## src/rtl/reg_file_pkg.sv

```systemverilog
// Shared constants and helpers for the register file and its scoreboard.
// Used by the register file, the decoder and the issue logic.
package reg_file_pkg;

    localparam int DEFAULT_WIDTH = 16;
    localparam int DEFAULT_DEPTH = 4;

    // Where a read port takes its next output value from.
    typedef enum logic [1:0] {
        SRC_REG    = 2'd0,
        SRC_BYPASS = 2'd1,
        SRC_ZERO   = 2'd2
    } rd_src_e;

    function automatic int addr_width(input int depth);
        return (depth < 2) ? 1 : $clog2(depth);
    endfunction

    // A write landing on the read address wins over everything else.
    // Writes to a hard-wired zero register never reach this point,
    // because the caller qualifies wr_hit with that rule first.
    function automatic rd_src_e read_src(input logic wr_hit, input logic zero_hit);
        if (wr_hit) begin
            return SRC_BYPASS;
        end
        if (zero_hit) begin
            return SRC_ZERO;
        end
        return SRC_REG;
    endfunction

endpackage

```

## src/rtl/reg_file_sb_if.sv

```systemverilog
// Read, write-back and mark bus between the execute stage and the register file.
// The master is the requester; the slave is reg_file_sb.
interface reg_file_sb_if #(
    parameter int WIDTH = reg_file_pkg::DEFAULT_WIDTH,
    parameter int DEPTH = reg_file_pkg::DEFAULT_DEPTH
);
    localparam int AW = reg_file_pkg::addr_width(DEPTH);

    logic             rd_req;
    logic [AW-1:0]    rd_addr;
    logic [AW-1:0]    rs_addr;
    logic [WIDTH-1:0] rd_q;
    logic [WIDTH-1:0] rs_q;
    logic             rd_vld;
    logic             stall;

    logic             wr_en;
    logic [AW-1:0]    wr_addr;
    logic [WIDTH-1:0] wr_data;

    logic             mark_en;
    logic [AW-1:0]    mark_addr;
    logic [DEPTH-1:0] busy;

    modport master (
        output rd_req, rd_addr, rs_addr,
        output wr_en, wr_addr, wr_data,
        output mark_en, mark_addr,
        input  rd_q, rs_q, rd_vld, stall, busy
    );

    modport slave (
        input  rd_req, rd_addr, rs_addr,
        input  wr_en, wr_addr, wr_data,
        input  mark_en, mark_addr,
        output rd_q, rs_q, rd_vld, stall, busy
    );

endinterface

```

## src/rtl/reg_file_cell.sv

```systemverilog
// One register of the file plus its scoreboard busy flag.
// A mark in the same cycle as a write-back wins: a new producer has issued.
module reg_file_cell #(
    parameter int WIDTH = reg_file_pkg::DEFAULT_WIDTH
) (
    input  logic             clk,
    input  logic             rst,
    input  logic             wr_en,
    input  logic [WIDTH-1:0] wr_data,
    input  logic             mark_en,
    output logic [WIDTH-1:0] q,
    output logic             busy
);

    // NOTE: sequential state uses non-blocking assignments so every flop
    // samples its inputs from before the edge, independent of block order.
    // NOTE: the data register is reset too (not left as uninitialised
    // storage) because software relies on all registers reading 0 after reset.
    always_ff @(posedge clk) begin
        if (rst) begin
            q    <= '0;
            busy <= 1'b0;
        end else begin
            if (wr_en) begin
                q <= wr_data;
            end
            if (mark_en) begin
                busy <= 1'b1;
            end else if (wr_en) begin
                busy <= 1'b0;
            end
        end
    end

endmodule

```

## src/rtl/reg_file_sb.sv

```systemverilog
// Register file with per-register busy scoreboard, two registered read ports,
// one write-back port and write-to-read bypass for same-cycle write-backs.
module reg_file_sb
    import reg_file_pkg::*;
#(
    parameter int WIDTH   = DEFAULT_WIDTH,
    parameter int DEPTH   = DEFAULT_DEPTH,
    parameter bit ZERO_R0 = 1'b0
) (
    input  logic         clk,
    input  logic         rst,
    reg_file_sb_if.slave bus
);

    localparam int AW = addr_width(DEPTH);

    logic [WIDTH-1:0] regs [DEPTH];
    logic [DEPTH-1:0] busy_vec;

    logic wr_ok;
    logic mark_ok;

    // With ZERO_R0 set, register 0 never sees a write or a mark, so its data
    // and busy flops stay at their reset value of 0 forever.
    assign wr_ok   = bus.wr_en   && !(ZERO_R0 && (bus.wr_addr   == '0));
    assign mark_ok = bus.mark_en && !(ZERO_R0 && (bus.mark_addr == '0));

    for (genvar i = 0; i < DEPTH; i++) begin : g_cell
        reg_file_cell #(
            .WIDTH (WIDTH)
        ) u_cell (
            .clk     (clk),
            .rst     (rst),
            .wr_en   (wr_ok   && (bus.wr_addr   == AW'(i))),
            .wr_data (bus.wr_data),
            .mark_en (mark_ok && (bus.mark_addr == AW'(i))),
            .q       (regs[i]),
            .busy    (busy_vec[i])
        );
    end

    assign bus.busy = busy_vec;

    logic hit_rd;
    logic hit_rs;
    logic hz_rd;
    logic hz_rs;
    logic stall;
    logic accept;

    assign hit_rd = wr_ok && (bus.wr_addr == bus.rd_addr);
    assign hit_rs = wr_ok && (bus.wr_addr == bus.rs_addr);

    // mark_en feeds only the busy flops, so a mark affects stall one cycle later.
    assign hz_rd  = busy_vec[bus.rd_addr] && !hit_rd;
    assign hz_rs  = busy_vec[bus.rs_addr] && !hit_rs;
    assign stall  = bus.rd_req && (hz_rd || hz_rs);
    assign accept = bus.rd_req && !stall;

    assign bus.stall = stall;

    rd_src_e          src_rd;
    rd_src_e          src_rs;
    logic [WIDTH-1:0] rd_next;
    logic [WIDTH-1:0] rs_next;

    assign src_rd = read_src(hit_rd, ZERO_R0 && (bus.rd_addr == '0));
    assign src_rs = read_src(hit_rs, ZERO_R0 && (bus.rs_addr == '0));

    always_comb begin
        // NOTE: each output gets a default before the case so no path leaves
        // it unassigned, which would otherwise infer a latch.
        rd_next = regs[bus.rd_addr];
        rs_next = regs[bus.rs_addr];
        unique case (src_rd)
            SRC_BYPASS: rd_next = bus.wr_data;
            SRC_ZERO:   rd_next = '0;
            default:    ;
        endcase
        unique case (src_rs)
            SRC_BYPASS: rs_next = bus.wr_data;
            SRC_ZERO:   rs_next = '0;
            default:    ;
        endcase
    end

    // Both ports load together; a rejected request clears the outputs.
    always_ff @(posedge clk) begin
        if (rst) begin
            bus.rd_q   <= '0;
            bus.rs_q   <= '0;
            bus.rd_vld <= 1'b0;
        end else if (accept) begin
            bus.rd_q   <= rd_next;
            bus.rs_q   <= rs_next;
            bus.rd_vld <= 1'b1;
        end else begin
            bus.rd_q   <= '0;
            bus.rs_q   <= '0;
            bus.rd_vld <= 1'b0;
        end
    end

endmodule

```

## src/flat_wrapper.sv

```systemverilog
// flat-port wrapper written by rule: the top's interface ports become plain ports
module reg_file_sb_flat import reg_file_pkg::*;
#(
    parameter int WIDTH   = DEFAULT_WIDTH,
    parameter int DEPTH   = DEFAULT_DEPTH,
    parameter bit ZERO_R0 = 1'b0
)
  (clk, rst, bus_rd_req, bus_rd_addr, bus_rs_addr, bus_wr_en, bus_wr_addr, bus_wr_data, bus_mark_en, bus_mark_addr, bus_rd_q, bus_rs_q, bus_rd_vld, bus_stall, bus_busy);
  reg_file_sb_if #(.WIDTH(WIDTH), .DEPTH(DEPTH)) bus_i ();
  input  logic clk;
  input  logic rst;
  input wire logic [$bits(bus_i.rd_req)-1:0] bus_rd_req;
  input wire logic [$bits(bus_i.rd_addr)-1:0] bus_rd_addr;
  input wire logic [$bits(bus_i.rs_addr)-1:0] bus_rs_addr;
  input wire logic [$bits(bus_i.wr_en)-1:0] bus_wr_en;
  input wire logic [$bits(bus_i.wr_addr)-1:0] bus_wr_addr;
  input wire logic [$bits(bus_i.wr_data)-1:0] bus_wr_data;
  input wire logic [$bits(bus_i.mark_en)-1:0] bus_mark_en;
  input wire logic [$bits(bus_i.mark_addr)-1:0] bus_mark_addr;
  output wire logic [$bits(bus_i.rd_q)-1:0] bus_rd_q;
  output wire logic [$bits(bus_i.rs_q)-1:0] bus_rs_q;
  output wire logic [$bits(bus_i.rd_vld)-1:0] bus_rd_vld;
  output wire logic [$bits(bus_i.stall)-1:0] bus_stall;
  output wire logic [$bits(bus_i.busy)-1:0] bus_busy;
  assign bus_i.rd_req = bus_rd_req;
  assign bus_i.rd_addr = bus_rd_addr;
  assign bus_i.rs_addr = bus_rs_addr;
  assign bus_i.wr_en = bus_wr_en;
  assign bus_i.wr_addr = bus_wr_addr;
  assign bus_i.wr_data = bus_wr_data;
  assign bus_i.mark_en = bus_mark_en;
  assign bus_i.mark_addr = bus_mark_addr;
  assign bus_rd_q = bus_i.rd_q;
  assign bus_rs_q = bus_i.rs_q;
  assign bus_rd_vld = bus_i.rd_vld;
  assign bus_stall = bus_i.stall;
  assign bus_busy = bus_i.busy;
  reg_file_sb #(.WIDTH(WIDTH), .DEPTH(DEPTH), .ZERO_R0(ZERO_R0)) u_core (.clk(clk), .rst(rst), .bus(bus_i));
endmodule
```

## config.mk

```make
export PLATFORM = sky130hd
export DESIGN_NAME = reg_file_sb_flat
export DESIGN_NICKNAME = d
export VERILOG_FILES = /design/src/rtl/reg_file_pkg.sv /design/src/rtl/reg_file_sb_if.sv /design/src/rtl/reg_file_cell.sv /design/src/rtl/reg_file_sb.sv /design/src/flat_wrapper.sv
export SDC_FILE = /design/constraint.sdc
export NUM_CORES = 1
export LEC_CHECK = 0
export ABC_AREA = 1
export CORE_AREA = 2 2 101 103
export CTS_BUF_LIST = sky130_fd_sc_hd__clkbuf_4 sky130_fd_sc_hd__clkbuf_8 sky130_fd_sc_hd__clkbuf_16
export CTS_CLUSTER_SIZE = 8
export DETAILED_ROUTE_END_ITERATION = 6
export DIE_AREA = 0 0 103 105
export PLACE_DENSITY = 0.8
export SYNTH_ARGS = -nofsm -noshare
export SYNTH_HDL_FRONTEND = slang
export SYNTH_HIERARCHICAL = 1
export SYNTH_SLANG_ARGS = --single-unit
export TNS_END_PERCENT = 5
```

## constraint.sdc

```tcl
create_clock -name clk -period 1.8 [get_ports clk]
set_input_delay 0.27 -clock clk [delete_from_list [all_inputs] [get_ports clk]]
set_output_delay 0.27 -clock clk [all_outputs]
set_load 0.05 [all_outputs]
```

==> results.ini <==
[status]
status=finished clean

[sta]
grt_setup_unrepaired=true
hold_viol_final=0
period_share=0.975
tightest_slew_ps=512
finalSetupTns_ps=0
period_needed_ps=1750
timing.fmax_mhz=570
clock_skew_ps=7.44
whs_ps=486
maxSlewViolCount=0
relSlewSlack=0.658
setup_viol_count_final=0

[power_and_ir_drop]
power_mw=5.11
sw_frac_of_total=0.309
pwr-share-seq=0.467
clockPowerShare=0.312
leakagePower_nw=3.73
p_int_mw=3.53
comb_power_share=0.220
netSwitchingPower_mw=1.58
ir_drop_uv=434
cellPowerDensity_mw_per_mm2=774

[global_route]
grt_pass1_wl_um=23700
overflow=0
grt_pass1_vias=4718
grt_max_degree=30
antenna_found_initial=0
grt_usage=0.280

[floorplanning]
ios=67
die_area_mm2=0.0108
die_y_um=105
fp-row-count=36
core-area_mm2=0.00964
die_w_um=103
initial_core_util=0.554

[synthesis]
avgSynthCellArea_um2=6.19
ys_ff_latch=101
synth_cell_type_count=21
synth-seq-area-share=0.378
syn-cell-area_mm2=0.00534
synthCells=863
synth_nets=892
yosysWarnings=6

[setup_path]
crit_buf_inv=1
worstSetupPathType=reg -> out
critPathRequiredTime_ps=1530
cp_max_fo=1
path_cells=clkdlybuf4s50_1
critPathTopFamily=buffers and inverters
cpPeakStageDelay_ps=790
crit_arrival_ps=1480
crit_path_end_kind=output pin
crit_slowest_cell=clkdlybuf4s50_1
start_kind=register

[clock_network]
worstSkewPairLatency_ps=380
h-tree-depth=3
clock-sinks=101
tritoncts=yes
root_buffer=clkbuf_8
clk_pin_slew_ps=100
clockBufferDepth=2
cts_inserted_buffers=9

[cells_and_area]
mostFrequentLayoutCells=nand2_1 (246), nor2_1 (135), inv_1 (114), nand3_1 (100), dfxtp_1 (97)
antenna_cells=0
mostFrequentLayoutCell=nand2_1
num-nets-final=971
drive_gt1_frac=0.125
final_cell_count_no_fill=1080
fin_util=0.685
synthToLayoutAreaGrowth_pct=23.5

[job]
drv_cap=0

[place]
placedCellCount=1061
io_buffers=66
gp_congestion=0.983
dp_hpwl_um=10800

[drt]
route.detailed.drc=0
wl_per_cell_um=13.7
wirelength_um=14800
dr.pass1.iters=5
post_drt_via_cell_ratio=5.05
drtIter0Drc=570
postRouteAntennaNets=0
vias=5456

[worst_hold_path]
hp-class=reg -> reg

-- registers in the layout (all words and copies together), names as in the netlist --
register                   cells
u_core/bus.rs_q               16
u_core/g_cell.u_cell/q        64
u_core/bus.rd_q               16
u_core/g_cell.u_cell/busy      4
u_core/bus.rd_vld              1
-- timing repair --
action | 4_1_cts | 5_1_grt
setup buffers | 0 | 3
hold buffers | 0 | 0
gates resized for setup | 10 | 28
setup endpoints to repair | 3 | 24
pin swaps | 0 | 2
-- path summary, 6_finish.rpt --
check	startpoint	endpoint	slack, ps	depth (start not counted)
setup reg to reg	u_core/g_cell[1].u_cell/busy	u_core/bus.rs_q[4]	480	9
setup / recovery	u_core/bus.rd_q[3]	bus_rd_q[3]	50	1
hold / removal	u_core/g_cell[3].u_cell/busy	u_core/g_cell[3].u_cell/busy	490	2
hold reg to reg	u_core/g_cell[3].u_cell/busy	u_core/g_cell[3].u_cell/busy	490	2
-- through the flow --
stage / setup WS (ps) / area [µm²]
global placement: -106 / 6290
floorplan: 10.9 / 5350
detailed placement: -134 / 6290
global route: -5.69 / 6600
CTS: 2.17 / 6520
finish: 45.3 / 6600
-- worst min-delay path: stages (launching register included) --
cell and delay [ps]:
dfxtp_2 340, nand2_1 60, a21oi_1 50
-- cells in the mapped netlist --
master | n | share of area
inv_1 | 115 | 0.081
nor2_8 | 1 | 0.0037
nor2_2 | 30 | 0.035
nand2_4 | 2 | 0.0042
o21ai_1 | 9 | 0.0084
clkbuf_1 | 12 | 0.0084
buf_6 | 8 | 0.017
nand2_2 | 3 | 0.0035
a21oi_1 | 5 | 0.0047
nand3_4 | 1 | 0.0033
inv_4 | 1 | 0.0012
nand2_1 | 246 | 0.17
nor3_1 | 6 | 0.0056
nor2_4 | 1 | 0.0021
nand3_1 | 100 | 0.094
nor2_1 | 135 | 0.095
buf_4 | 7 | 0.0098
buf_2 | 14 | 0.013
inv_2 | 10 | 0.0070
o21ai_0 | 56 | 0.052
dfxtp_1 | 101 | 0.38
-- layout make-up --
type	instances	area (µm²)
clock buffers	10	131
well taps	133	166
flip-flops and latches	101	2030
inverters	126	475
multi-input cells	595	2610
repair buffers	109	1110
fillers	891	3040
clock inverters	6	87.6
-- routing by layer --
layer  vias to the layer above  part of all wire  track usage
met5                         -                 0            0
met4                         0             0.013       0.0695
met3                        17             0.088       0.0716
met2                       266              0.43        0.396
met1                      2405              0.47        0.422
li1                       2768                 -            -
-- power groups by stage --
stage / clock network [mW] / registers (mW) / logic, mW
after CTS: 1.61 / 2.39 / 1.10
after floorplan: 0 / 2.54 / 0.614
after detailed placement: 0 / 2.44 / 1.10
final: 1.60 / 2.39 / 1.12
after global routing: 1.70 / 2.40 / 1.24
after global placement: 0 / 2.43 / 1.09
-- kinds of logic after synthesis --
kind of cell	Yosys count	share of synthesized area
buf+inv	167	0.137
simple gates	525	0.419
compound gates	70	0.0656
flops	101	0.378
Note: power is estimated with default switching activity, not from simulation.
